$ cat src/rtl/fc_sequencer.sv
// fc_sequencer: steps one inference through three chained FC layers,
// pulsing each layer's reset, enabling it, and waiting for its finished
// flag. A per-layer RUN-cycle budget turns a hung layer into a sticky error.
module fc_sequencer #(
   parameter int unsigned L0_IN   = 400,
   parameter int unsigned L0_OUT  = 120,
   parameter int unsigned L1_OUT  = 84,
   parameter int unsigned L2_OUT  = 10,
   parameter int unsigned TIMEOUT = 65535
) (
   input  logic        clk,
   input  logic        reset,
   input  logic        start,
   input  logic [2:0]  layer_finished,
   output logic [2:0]  layer_enable,
   output logic [2:0]  layer_reset,
   output logic [15:0] weight_base,
   output logic [15:0] bias_base,
   output logic [1:0]  layer_idx,
   output logic        busy,
   output logic        done,
   output logic        error,
   output logic [31:0] cycle_count
);

   // Parameter memory layout: all weights of layer k precede layer k+1's.
   localparam longint unsigned TOTAL_WORDS =
      longint'(L0_IN)  * longint'(L0_OUT) +
      longint'(L0_OUT) * longint'(L1_OUT) +
      longint'(L1_OUT) * longint'(L2_OUT) +
      longint'(L0_OUT) + longint'(L1_OUT) + longint'(L2_OUT);

   localparam logic [15:0] W_BASE1 = 16'(L0_IN * L0_OUT);
   localparam logic [15:0] W_BASE2 = 16'(L0_IN * L0_OUT + L0_OUT * L1_OUT);
   localparam logic [15:0] B_BASE1 = 16'(L0_OUT);
   localparam logic [15:0] B_BASE2 = 16'(L0_OUT + L1_OUT);
   localparam logic [31:0] TMO_LAST = 32'(TIMEOUT - 1);

   generate
      if (TOTAL_WORDS > 64'd65536 || TIMEOUT == 0) begin : g_cfg_check
         $error("fc_sequencer: parameter memory exceeds 65536 words or TIMEOUT is zero");
      end
   endgenerate

   typedef enum logic [2:0] {
      IDLE, LAUNCH, RUN, NEXT, DONE, ERROR
   } state_t;

   state_t      state_q, state_d;
   logic [1:0]  idx_q, idx_d;
   logic [31:0] tmo_q, tmo_d;
   logic        error_q, error_d;
   logic [31:0] cycle_q, cycle_d;
   logic [2:0]  onehot;
   logic        fin_act;

   assign onehot  = 3'b001 << idx_q;
   assign fin_act = |(layer_finished & onehot);

   // State and bookkeeping registers.
   always_ff @(posedge clk) begin
      if (reset) begin
         state_q <= IDLE;
         idx_q   <= '0;
         tmo_q   <= '0;
         error_q <= 1'b0;
         cycle_q <= '0;
      end else begin
         state_q <= state_d;
         idx_q   <= idx_d;
         tmo_q   <= tmo_d;
         error_q <= error_d;
         cycle_q <= cycle_d;
      end
   end

   // Next-state logic and per-state layer controls.
   always_comb begin
      state_d      = state_q;
      idx_d        = idx_q;
      tmo_d        = tmo_q;
      error_d      = error_q;
      cycle_d      = cycle_q;
      layer_enable = '0;
      layer_reset  = '0;
      busy         = 1'b0;
      done         = 1'b0;
      case (state_q)
         IDLE: begin
            idx_d = '0;
            if (start) begin
               state_d = LAUNCH;
               error_d = 1'b0;
               cycle_d = '0;
            end
         end
         LAUNCH: begin
            busy         = 1'b1;
            layer_enable = onehot;
            layer_reset  = onehot;
            tmo_d        = '0;
            state_d      = RUN;
         end
         RUN: begin
            busy         = 1'b1;
            layer_enable = onehot;
            tmo_d        = tmo_q + 32'd1;
            // tmo_q==0 marks the first RUN cycle: a finished flag left over
            // from the previous inference may still be visible there.
            if (tmo_q != '0 && fin_act) begin
               state_d = NEXT;
            end else if (tmo_q == TMO_LAST) begin
               state_d = ERROR;
               error_d = 1'b1;
            end
         end
         NEXT: begin
            busy = 1'b1;
            if (idx_q == 2'd2) begin
               state_d = DONE;
            end else begin
               idx_d   = idx_q + 2'd1;
               state_d = LAUNCH;
            end
         end
         DONE: begin
            done    = 1'b1;
            state_d = IDLE;
         end
         ERROR: begin
            state_d = IDLE;
         end
         default: state_d = IDLE;
      endcase
      if (busy && cycle_q != '1) begin
         cycle_d = cycle_q + 32'd1;
      end
   end

   // Active-layer index and its parameter-memory base addresses.
   always_comb begin
      layer_idx = busy ? idx_q : 2'd0;
      case (layer_idx)
         2'd1:    begin weight_base = W_BASE1; bias_base = B_BASE1; end
         2'd2:    begin weight_base = W_BASE2; bias_base = B_BASE2; end
         default: begin weight_base = '0;      bias_base = '0;      end
      endcase
   end

   assign error       = error_q;
   assign cycle_count = cycle_q;

endmodule
$ cat config.mk
export PLATFORM = sky130hd
export DESIGN_NAME = fc_sequencer
export DESIGN_NICKNAME = d
export VERILOG_FILES = /design/src/rtl/fc_sequencer.sv
export SDC_FILE = /design/constraint.sdc
export NUM_CORES = 1
export LEC_CHECK = 0
export ABC_AREA = 1
export BUFFER_PORTS_ARGS = -buffer_cell sky130_fd_sc_hd__buf_2
export CAP_MARGIN = 30
export CORE_AREA = 2 2 93 95
export CTS_BUF_LIST = sky130_fd_sc_hd__clkbuf_16
export DETAILED_ROUTE_END_ITERATION = 7
export DIE_AREA = 0 0 95 97
export GPL_ROUTABILITY_DRIVEN = 1
export GPL_TIMING_DRIVEN = 1
export PLACE_DENSITY = 0.86
export SYNTH_ARGS = -nofsm -noshare
export SYNTH_HDL_FRONTEND = slang
export SYNTH_SLANG_ARGS = --single-unit
export TNS_END_PERCENT = 20
$ cat constraint.sdc
create_clock -name clk -period 3 [get_ports clk]
set_clock_uncertainty 0.05 [all_clocks]
set_input_delay 0.6 -clock clk [delete_from_list [all_inputs] [get_ports clk]]
set_output_delay 0.6 -clock clk [all_outputs]
set_load 0.1 [all_outputs]
### Word-level counts from Yosys, hierarchy flattened

Index checks and enable logic that the tools add are counted.

* output and inout port bits: 75
* flip-flop bits (word level): 70
* logic and storage cells: 62

* reductions and logical operators: 16
* add/sub/neg operators: 3
* shift-type cells: 1
* multiplexer cells: 22
* equal/unequal tests: 14
* bitwise operators: 1

Operators by type and width (number)
* 32-bit two-way mux: 3
* 32-bit by 1-bit adder with 32-bit output (second input constant): 2
* 32-bit case mux with 2 select lines: 1
* 32-bit by 16-bit equality test with 1-bit output (second input constant): 1
* 32-bit inequality test (second input constant): 1
* 16-bit case mux with 2 select lines: 1
* 32-bit nonzero test: 1
* 3-bit two-way mux: 6
* 8-bit case mux with 2 select lines: 1
* 3-bit case mux with 4 select lines: 1
* 2-bit nonzero test: 5
* 2-bit inequality test (second input constant): 4
* 3-bit by 2-bit equality test with 1-bit output (second input constant): 2
* 2-bit AND reduction: 3
* 3-bit OR reduction: 2
* 1-bit two-way mux: 5
* 2-bit equality test (second input constant): 2
* 2-bit two-way mux: 2
* 2-bit case mux with 2 select lines: 1
* 4-bit AND reduction: 1
* 3-bit AND: 1
* 3-bit by 1-bit equality test with 1-bit output (second input constant): 1
* 3-bit equality test (second input constant): 1
* 3-bit zero test: 1
* 7 further kinds: 8

### Logic depth before layout (Yosys ltp)

Gate-level depths: netlist (run 1).

* depth in word-level cells: 6
* mapped depth: 11
* mapped depth without buffers: 10

### Worst setup path after synthesis (run 1)

No wires, ideal clock.

* path kind: reg-to-output
* from: reg state_q[0]
* to: out bias_base[6]
* setup slack: -1060 ps
* cell stages (with the launch flop): 9
* data required time: 2350 ps
* buffers on the path: 1
* arrival time: 3410 ps
* cells stage by stage: dfxtp_1 nor2_1 inv_1 nand2_1 nor2_1 inv_1 ha_1 inv_1 buf_4

* word-level cells in the longest chain between the ends: 6

RTL lines
* start: declaration: RTL line 49 `state_t state_q, state_d;`
* start signal: assignment: RTL line 69 `state_q <= state_d;`
* 3-bit by 2-bit equality test with 1-bit output / 3-bit by 1-bit equality test with 1-bit output (equally long branches): RTL line 88 `case (state_q)`
* 3-bit OR reduction (no source line) *
* 1-bit two-way mux *: RTL line 88
* 2-bit two-way mux *: RTL line 142 `layer_idx = busy ? idx_q : 2'd0;`
* named net layer_idx[0]: RTL line 19 `output logic [1:0] layer_idx,`
* 2-bit equality test / 2-bit by 1-bit equality test with 1-bit output (equally long branches): RTL line 143 `case (layer_idx)`
* 8-bit case mux with 2 select lines *: RTL line 143
* end: declaration: RTL line 18 `output logic [15:0] bias_base,`

The timed path passes the listed nets; every way through them passes the cells marked *.

### Worst setup path after layout (run 1)

* from: reg state_q[2]
* to: out layer_enable[2]

* word-level cells in the longest chain between the ends: 3

RTL lines
* 3-bit by 2-bit equality test with 1-bit output / 3-bit by 1-bit equality test with 1-bit output (equally long branches): RTL line 88
* 2-bit OR reduction (no source line) *
* 3-bit two-way mux *: RTL line 88
* end: declaration: RTL line 15 `output logic [2:0] layer_enable,`

Every way passes the cells marked *; elsewhere a longest branch is shown, timed or not.

==> results.toml, run 1 <==
[timing]
finalMaxSlewViolations = 0
fin_ws_ps = 386
period_share_pct = 87.1
relSlewSlack_pct = 44.9
worst_slew_pin_slew_ps = 825
setup_violations = 0
final_hold_viol_count = 0
finalSetupTns_ps = 0
rsz0062_at_grt = "false"
fmax_mhz = 383
post-route-min-period_ps = 2610
whs_ps = 467

[clock_network]
clock_sinks = 70
post_cts_buffers = 0
cts_max_level = 3
clockBufferDepth = 2
cts_tree = "built"
cts.clk_slew.worst_paths_ps = 60
post_cts_hold_buffer_count = 0
post_cts_resized = 0
numCtsBuffers = 9
cts-root-buf = "clkbuf_16"
clk_latency_ps = 330

[synth]
synth_commonest_cells = "nand2_1, nor2_1, inv_1"
synth_most_common_cell = "nand2_1"
yosys.area_share.adder_pct = 2.36
yosys.area_share.xor_xnor_pct = 1.65
synth_top_cells_by_area = "dfxtp_1, nand2_1, nor2_1"
synth_compound_area_share_pct = 11.8
yosys.area.top_type = "dfxtp_1"
synth-edff-count = 0
muxShareOfSynthArea_pct = 0
ys.flop_type = "dfxtp_1"
syn_area_um2 = 4770
synth_top_family_by_area = "simple AND/OR/NAND/NOR gates"
avgSynthCellArea_um2 = 6.17
synth_top_area_share_pct = 29.4
syn_inst = 773
yosysSeqAreaShare_pct = 29.4
async_flop_share_pct = 0
synth_simple_gate_area_share_pct = 40.8
synth-seq-cells = 70
synth_cell_types = 39
synth_warnings = 0

[critical_path]
crit_arrival_ps = 1960
crit_start = "state_q[2]"
crit_type = "flip-flop to output port"
critical_path.startpoint_type = "flip-flop"
crit_required_ps = 2350
regToRegSetupSlack_ps = 750
crit_path_end_kind = "output port"
crit_fanout = 10
timing.critical_path.to = "layer_enable[2]"
r2r_end = "cycle_count[0]"
reg2reg_from = "cycle_count[0]"
crit_chain = "inv_2, nand3_1, nand2_1, clkinv_1, nor2_1, buf_12"
crit_path_top_delay_cell = "dfxtp_1"
cpPeakStageDelay_ps = 330
r2r_cells = 10

[power]
pwr_density_cell_nw_per_um2 = 490
ir_drop_uv = 258
p_leak_nw = 2.21
fin_total_pwr_mw = 2.60

[die]
dieWidth_um = 95
coreArea_um2 = 8130
rows = 33
die-area_um2 = 9220
pin_count = 81
initial_core_util_pct = 58.7
fp.dieH_um = 97

[global_route]
antenna_found_initial = 0
overflow = 0
grt_pass1_vias = 4549
grt_max_degree = 45
grt_pass1_wl_um = 20200
grt_use_total_pct = 26.7

[placement]
place_inst = 911
port_buffers = 64
pre_cts_slack_ps = 738
place_area_um2 = 5050
gp_congestion = 0.942
dp_hpwl_um = 8570

[layout]
n_antenna_cell = 0
nets = 832
nFillCells = 717
utilization_pct = 65.3
instances_no_fill = 927
area_growth_pct = 11.4
fin_area_um2 = 5310
drive_gt1_share_pct = 14.4

[drt]
drt-initial-drc-count = 483
drc = 0
ant_nets = 0
dr.pass1.iters = 5
viasPerCell = 5.55
num_vias = 5144
post_drt_wl_per_cell_um = 13.1
routed_wl_um = 12200

[flow_run]
max_cap_viol_count = 0

[run_status]
outcome = "complete, no violations"

[worst_hold_path]
hold_class = "flip-flop to flip-flop"
-- worst max-delay path: cells and delay by family (launching register included) --
| family | cells | cell delay, ps |
|---|---|---|
| and+or+nand+nor | 3 | 690 |
| buffers and inverters | 3 | 610 |
| DFF | 1 | 330 |
-- power by group --
group / leakage [nW] / internal [mW] / switching [mW]
registers: 0.565 / 0.944 / 0.0132
clock network: 0.132 / 0.553 / 0.415
logic: 1.51 / 0.0961 / 0.580
total: 2.21 / 1.59 / 1.01
-- layer usage --
| metal | part of all wire (%) | GRT usage [%] | vias up | wire length, um |
|---|---|---|---|---|
| met4 | 1.8 | 9.81 | 0 | 225 |
| met1 | 42 | 35.5 | 2313 | 5170 |
| met5 | 0 | 0 | - | 0 |
| met2 | 46 | 44.2 | 278 | 5650 |
| met3 | 9.2 | 2.73 | 23 | 1120 |
| li1 | - | - | 2530 | - |
-- flip-flops by register name (all words and copies together), names as in the netlist --
name and count:
error 1, tmo_q 32, cycle_count 32, state_q 3
idx_q 2
-- logic make-up after synthesis --
| family | after synthesis |
|---|---|
| AND/OR/NAND/NOR | 441 |
| buffers and inverters | 139 |
| AO/OA/AOI/OAI | 104 |
| flip-flops | 70 |
| XOR/XNOR | 9 |
| adder cells (fa/ha/maj) | 9 |
| other | 1 |
-- cell usage in the layout, fill, tap and decap left out, types with 7 or more instances in the layout --
master	Yosys	final
o21ai_0	31	31
nand4_1	10	10
nor3_1	7	7
a21oi_1	52	52
nand2_1	193	192
inv_1	86	86
nand3_1	78	78
buf_2	4	61
dfxtp_1	70	70
ha_1	9	8
a211oi_1	7	7
conb_1	1	16
nor2_1	118	116
clkbuf_16	0	9
nor2_4	6	8
-- cell type report --
cell class	instances	area, um2	area share (%)
well taps	105	131	2.47
clock inverters	7	42.5	0.801
repair buffers	67	388	7.30
multi-input cells	579	2780	52.4
clock buffers	9	225	4.24
inverters	90	342	6.43
flip-flops and latches	70	1400	26.4
-- how the worst min path moves through the flow --
stage	from	end	slack, ps	cells past startpoint
floorplan	tmo_q[0]	tmo_q[0]	410	1
global placement	tmo_q[0]	tmo_q[0]	440	1
detailed placement	tmo_q[9]	tmo_q[9]	460	2
CTS	tmo_q[9]	tmo_q[9]	470	2
global route	cycle_count[30]	cycle_count[30]	500	2
finish	tmo_q[19]	tmo_q[19]	470	2
(Power assumes the default switching activity.)
==> run 2, diff against run 1 <==
- SETUP_SLACK_MARGIN: unset -> 0.5
- SLEW_MARGIN: unset -> 30
==> run 2 against run 1 <==
Cell area is 1.1% higher. Critical path depth is the same. Hold slack lost 2.4 ps. Global-route usage is 0.85 points higher. First-iteration DRC count decreased by 28%. Clock power rose by 7%. Final cell count unchanged. Non-clock buffer count is the same. Critical path type unchanged. Largest cell class unchanged. Highest routed layer unchanged.
==> results.toml, run 2 (synthesis gave the netlist of run 1 again) <==
[placement]
gp_congestion = 0.912
place_area_um2 = 5060
port_buffers = 64
dp_hpwl_um = 8830

[drt]
dr.pass1.iters = 6
routed_wl_um = 12600
num_vias = 5149
ant_nets = 0
post_drt_wl_per_cell_um = 13.6
viasPerCell = 5.55
drc = 0
drt-initial-drc-count = 347

[layout]
fin_area_um2 = 5370
area_growth_pct = 12.6
layout_commonest_cell = "nand2_1"
nFillCells = 722
drive_gt1_share_pct = 14.8
most-common-layout-cells = "nand2_1, nor2_1, inv_1, nand3_1, dfxtp_1"
n_antenna_cell = 0
nets = 832

[critical_path]
crit_path_end_kind = "output port"
crit_arrival_ps = 1810
crit_path_top_delay_cell = "dfxtp_1"
critical_path.startpoint_type = "flip-flop"
crit_type = "flip-flop to output port"
critPathBufInv = 3
cpPeakStageDelay_ps = 330
crit_family = "simple AND/OR/NAND/NOR gates"
crit_chain = "inv_2, nand3_1, nand2_1, clkinvlp_4, nor2_1, buf_12"
crit_fanout = 10
crit_required_ps = 2350

[clock_network]
post_cts_buffers = 0
cts_tree = "built"
clk_latency_ps = 330
post_cts_hold_buffer_count = 0
numCtsBuffers = 9
clock_sinks = 70
cts.clk_slew.worst_paths_ps = 60
cts_max_level = 3
cts-root-buf = "clkbuf_16"
clockBufferDepth = 2

[power]
ir_drop_uv = 312
p_leak_nw = 2.22
pwr_density_cell_nw_per_um2 = 501

[die]
coreArea_um2 = 8130
dieWidth_um = 95
die-area_um2 = 9220
rows = 33
pin_count = 81
initial_core_util_pct = 58.7
fp.dieH_um = 97

[timing]
worst_slew_pin_slew_ps = 858
period_share_pct = 82.0
relSlewSlack_pct = 42.7
post-route-min-period_ps = 2460
final_hold_viol_count = 0
finalSetupTns_ps = 0
rsz0062_at_grt = "true"
setup_violations = 0
finalMaxSlewViolations = 0
fmax_mhz = 406

[global_route]
grt_pass1_wl_um = 20800
overflow = 0
grt_max_degree = 45
grt_use_total_pct = 27.5
antenna_found_initial = 0
grt_pass1_vias = 4737

[flow_run]
max_cap_viol_count = 0

[worst_hold_path]
hold_class = "flip-flop to flip-flop"

[run_status]
outcome = "complete, no violations"
==> run 2: worst min-delay path: cells and delay by family, from the launching register on <==
family | cells | cell delay, ps
AND/OR/NAND/NOR | 1 | 70
flip-flops | 1 | 340
AO/OA/AOI/OAI | 1 | 60
==> run 2: metal layers <==
| layer | wire [um] | track usage (%) | up-vias |
|---|---|---|---|
| met5 | 0 | 0 | - |
| met4 | 295 | 11.3 | 0 |
| met3 | 974 | 3.43 | 30 |
| met2 | 6010 | 46.4 | 257 |
| met1 | 5300 | 35.0 | 2336 |
| li1 | - | - | 2526 |
==> run 2: per-stage QoR <==
step | power (mW) | hold WS (ps) | setup slack (ps) | utilization (%) | instances
final | 2.69 | 464 | 539 | 66.0 | 927
after global routing | 2.79 | 481 | 455 | 66.0 | 927
after CTS | 2.68 | 459 | 472 | 65.8 | 927
after detailed placement | 1.65 | 444 | 772 | 62.2 | 911
after global placement | 1.64 | 425 | 874 | 62.2 | 911
after floorplan | 1.62 | 409 | -73.0 | - | 788
==> run 2: layout make-up <==
cell class / instances / area, um2 / share of cell area, %
Clock inverter: 7 / 66.3 / 1.23
Timing Repair Buffer: 67 / 403 / 7.50
Multi-Input combinational cell: 579 / 2800 / 52.1
Tap cell: 105 / 131 / 2.45
Inverter: 90 / 345 / 6.43
Clock buffer: 9 / 225 / 4.19
Sequential cell: 70 / 1400 / 26.1
==> run 2: power by group <==
group | switching [mW] | internal, mW | leakage (nW)
registers | 0.0130 | 0.945 | 0.565
clock network | 0.406 | 0.637 | 0.140
logic | 0.584 | 0.104 | 1.51
==> run 2: path summary, 6_finish.rpt <==
kind                            slack [ps]      startpoint         endpoint  cells past startpoint
worst max-delay path                   540      state_q[2]  layer_enable[2]                      6
worst min-delay path                   460       tmo_q[17]        tmo_q[17]                      2
worst max register to register         750  cycle_count[0]   cycle_count[0]                     10
worst min register to register         460       tmo_q[17]        tmo_q[17]                      2
==> run 2: repair_timing <==
action | in CTS | in global routing
gates cloned | 0 | 0
hold endpoints to repair | 0 | 0
setup endpoints to repair | 7 | 9
resized for setup | 0 | 13
==> run 3, diff against run 2 <==
- ABC_AREA: 1 -> 0
- CORE_AREA: 2 2 93 95 -> 2 2 90 92
- DIE_AREA: 0 0 95 97 -> 0 0 92 94
- PLACE_DENSITY: 0.86 -> 0.82
- clock period: 3 -> 2.3 ns (I/O delays scaled with it)
==> run 3 against run 2 <==
The flow now finishes with violations (DRC, setup timing). Setup slack worse by 780 ps. Sequential power up 29%. First-iteration DRC count up 110%. Register-to-register slack worse by 990 ps. Largest cell class unchanged. Synthesized area down 13%. Final cell count down 19%. Routed wire length up 35%. Core utilization up 16 points. Sequential cell count unchanged. Global-route usage up 3.2 points. Highest routed layer unchanged.
==> results.toml, run 3 <==
[global_route]
grt_pass1_wl_um = 21200
grt_use_total_pct = 30.7
antenna_found_initial = 0
overflow = 0
grt_pass1_vias = 4457
grt_max_degree = 50

[clock_network]
cts.clk_slew.worst_paths_ps = 60
cts-root-buf = "clkbuf_16"
cts_max_level = 3
clockBufferDepth = 2
cts_tree = "built"
clock_sinks = 70
clk_latency_ps = 350
numCtsBuffers = 9

[power]
ir_drop_uv = 429
pwr_density_cell_nw_per_um2 = 584
p_leak_nw = 2.42

[run_status]
outcome = "complete, but fails checks"
violations = "DRC, setup timing"

[synth]
yosys.area_share.xor_xnor_pct = 1.06
muxShareOfSynthArea_pct = 3.41
synth_most_common_cell = "dfxtp_1"
yosysSeqAreaShare_pct = 33.8
syn_inst = 534
synth_cell_types = 53
synth-seq-cells = 70
synth_commonest_cells = "dfxtp_1, nand2_1, nor2_1"
synth_warnings = 0
ys.flop_type = "dfxtp_1"
yosys.area.top_type = "dfxtp_1"
synth_top_area_share_pct = 33.8
synth_compound_area_share_pct = 15.2
async_flop_share_pct = 0
syn_area_um2 = 4140
synth-edff-count = 0
synth_top_cells_by_area = "dfxtp_1, buf_4, nand2_1"
synth_simple_gate_area_share_pct = 34.2
yosys.area_share.adder_pct = 2.72
avgSynthCellArea_um2 = 7.76
synth_top_family_by_area = "simple AND/OR/NAND/NOR gates"

[drt]
routed_wl_um = 17000
drc = 6
num_vias = 5198
post_drt_wl_per_cell_um = 22.6
viasPerCell = 6.90
ant_nets = 0
drt-initial-drc-count = 714
dr.pass1.iters = 8

[critical_path]
r2r_end = "cycle_count[19]"
crit_chain = "nand3_1, or4_1, or4_4, a21oi_4, buf_2, o21ai_1, o21ai_1"
r2r_cells = 7
timing.critical_path.to = "cycle_count[19]"
critPathBufInv = 1
crit_fanout = 6
cp_common_cell = "o21ai_1"
crit_type = "flip-flop to flip-flop"
crit_required_ps = 2520
crit_family = "simple AND/OR/NAND/NOR gates"
crit_arrival_ps = 2760
cpPeakStageDelay_ps = 570
regToRegSetupSlack_ps = -240
cp.depth = 7
crit_start = "cycle_count[10]"
reg2reg_from = "cycle_count[10]"
critical_path.startpoint_type = "flip-flop"
crit_path_top_delay_cell = "or4_1"
crit_path_end_kind = "flip-flop"

[die]
rows = 32
die-area_um2 = 8650
dieWidth_um = 92
pin_count = 81
coreArea_um2 = 7610
fp.dieH_um = 94
initial_core_util_pct = 54.5

[placement]
gp_congestion = 0.939
pre_cts_slack_ps = -2.20
dp_hpwl_um = 8160
place_area_um2 = 5080
port_buffers = 64

[layout]
nets = 661
utilization_pct = 82.2
area_growth_pct = 50.9
regArea_um2 = 1440
most-common-layout-cells = "buf_4, dfxtp_1, nand2_1, nor2_1, buf_2"
n_antenna_cell = 0
drive_gt1_share_pct = 43.9
nFillCells = 339
multi_input_area_um2 = 2930
layout_commonest_cell = "buf_4"
fin_area_um2 = 6250

[flow_run]
max_cap_viol_count = 0

[timing]
fmax_mhz = 393
relSlewSlack_pct = 35.6
period_share_pct = 111
fin_ws_ps = -245
rsz0062_at_grt = "true"
finalSetupTns_ps = -5920
final_hold_viol_count = 0
worst_slew_pin_slew_ps = 958
setup_violations = 43
finalMaxSlewViolations = 0
post-route-min-period_ps = 2540

[worst_hold_path]
hold_class = "flip-flop to flip-flop"
run 3: cell types whose count changed after synthesis, sizes merged, moves of 7 or more:
| cell | before | now |
|---|---|---|
| nor4 | 0 | 12 |
| a21oi | 54 | 23 |
| nand3 | 81 | 34 |
| inv | 89 | 17 |
| mux2 | 0 | 9 |
| and2 | 0 | 14 |
| nor2 | 131 | 50 |
| o31ai | 1 | 11 |
| nand4 | 10 | 17 |
| and4 | 0 | 10 |
| and3 | 1 | 11 |
| nand2 | 199 | 58 |
| nor3 | 7 | 20 |
run 3: through the flow:
step | power, mW | std cells | hold slack [ps]
5_1_grt | 3.70 | 753 | 450
2_1_floorplan | 1.77 | 549 | 393
3_5_place_dp | 1.90 | 711 | 418
6_report | 3.65 | 753 | 443
4_1_cts | 3.48 | 739 | 426
3_3_place_gp | 1.89 | 711 | 412
run 3: area by class of cell:
| cell class | instances | share of cell area (%) |
|---|---|---|
| Multi-Input combinational cell | 410 | 46.8 |
| Sequential cell | 70 | 23.0 |
| Timing Repair Buffer | 138 | 21.8 |
| Clock buffer | 9 | 3.60 |
| Tap cell | 102 | 2.04 |
| Clock inverter | 7 | 1.44 |
| Inverter | 17 | 1.26 |
run 3: logic make-up after synthesis:
logic type,after synthesis
muxes,13
DFF,70
adders and majority gates,9
xor gates and xnor gates,5
and+or+nand+nor,266
AOI/OAI and AO/OA,101
other,1
buffers and inverters,69
run 3: worst min path at each step:
stage | start | end | slack, ps | cells after the start
CTS | tmo_q[31] | tmo_q[31] | 430 | 1
detailed placement | tmo_q[31] | tmo_q[31] | 420 | 1
finish | cycle_count[23] | cycle_count[23] | 440 | 2
global route | cycle_count[23] | cycle_count[23] | 450 | 2
global placement | error | error | 410 | 2
floorplan | tmo_q[31] | tmo_q[31] | 390 | 1
run 3: power breakdown:
group	internal, mW	switching (mW)
combinational	0.278	0.603
clock	0.944	0.586
sequential	1.22	0.0147
total	2.45	1.20
run 3: what timing repair did:
action                                  in CTS  in global routing
resized for setup                          131                 67
hold buffers                                 0                  0
gates cloned                                 0                  3
endpoints found under the setup margin      82                 88
buffers inserted                            12                 11
pin swaps                                   62                 48
run 3: worst reg2reg max path, cell delays in order (launching register included):
cell and delay, ps:
dfxtp_1 390, nand3_1 180, or4_1 570, or4_4 530, a21oi_4 300, buf_2 260
o21ai_1 90, o21ai_1 100
run 3: metal layers:
| layer | wire, um | GRT usage [%] | part of all wire [%] | vias to the layer above |
|---|---|---|---|---|
| met2 | 8100 | 54.8 | 48 | 510 |
| met4 | 1230 | 17.2 | 7.2 | 0 |
| met3 | 1760 | 5.54 | 10 | 143 |
| met5 | 0 | 0 | 0 | - |
| li1 | - | - | - | 2127 |
| met1 | 5950 | 34.5 | 35 | 2418 |
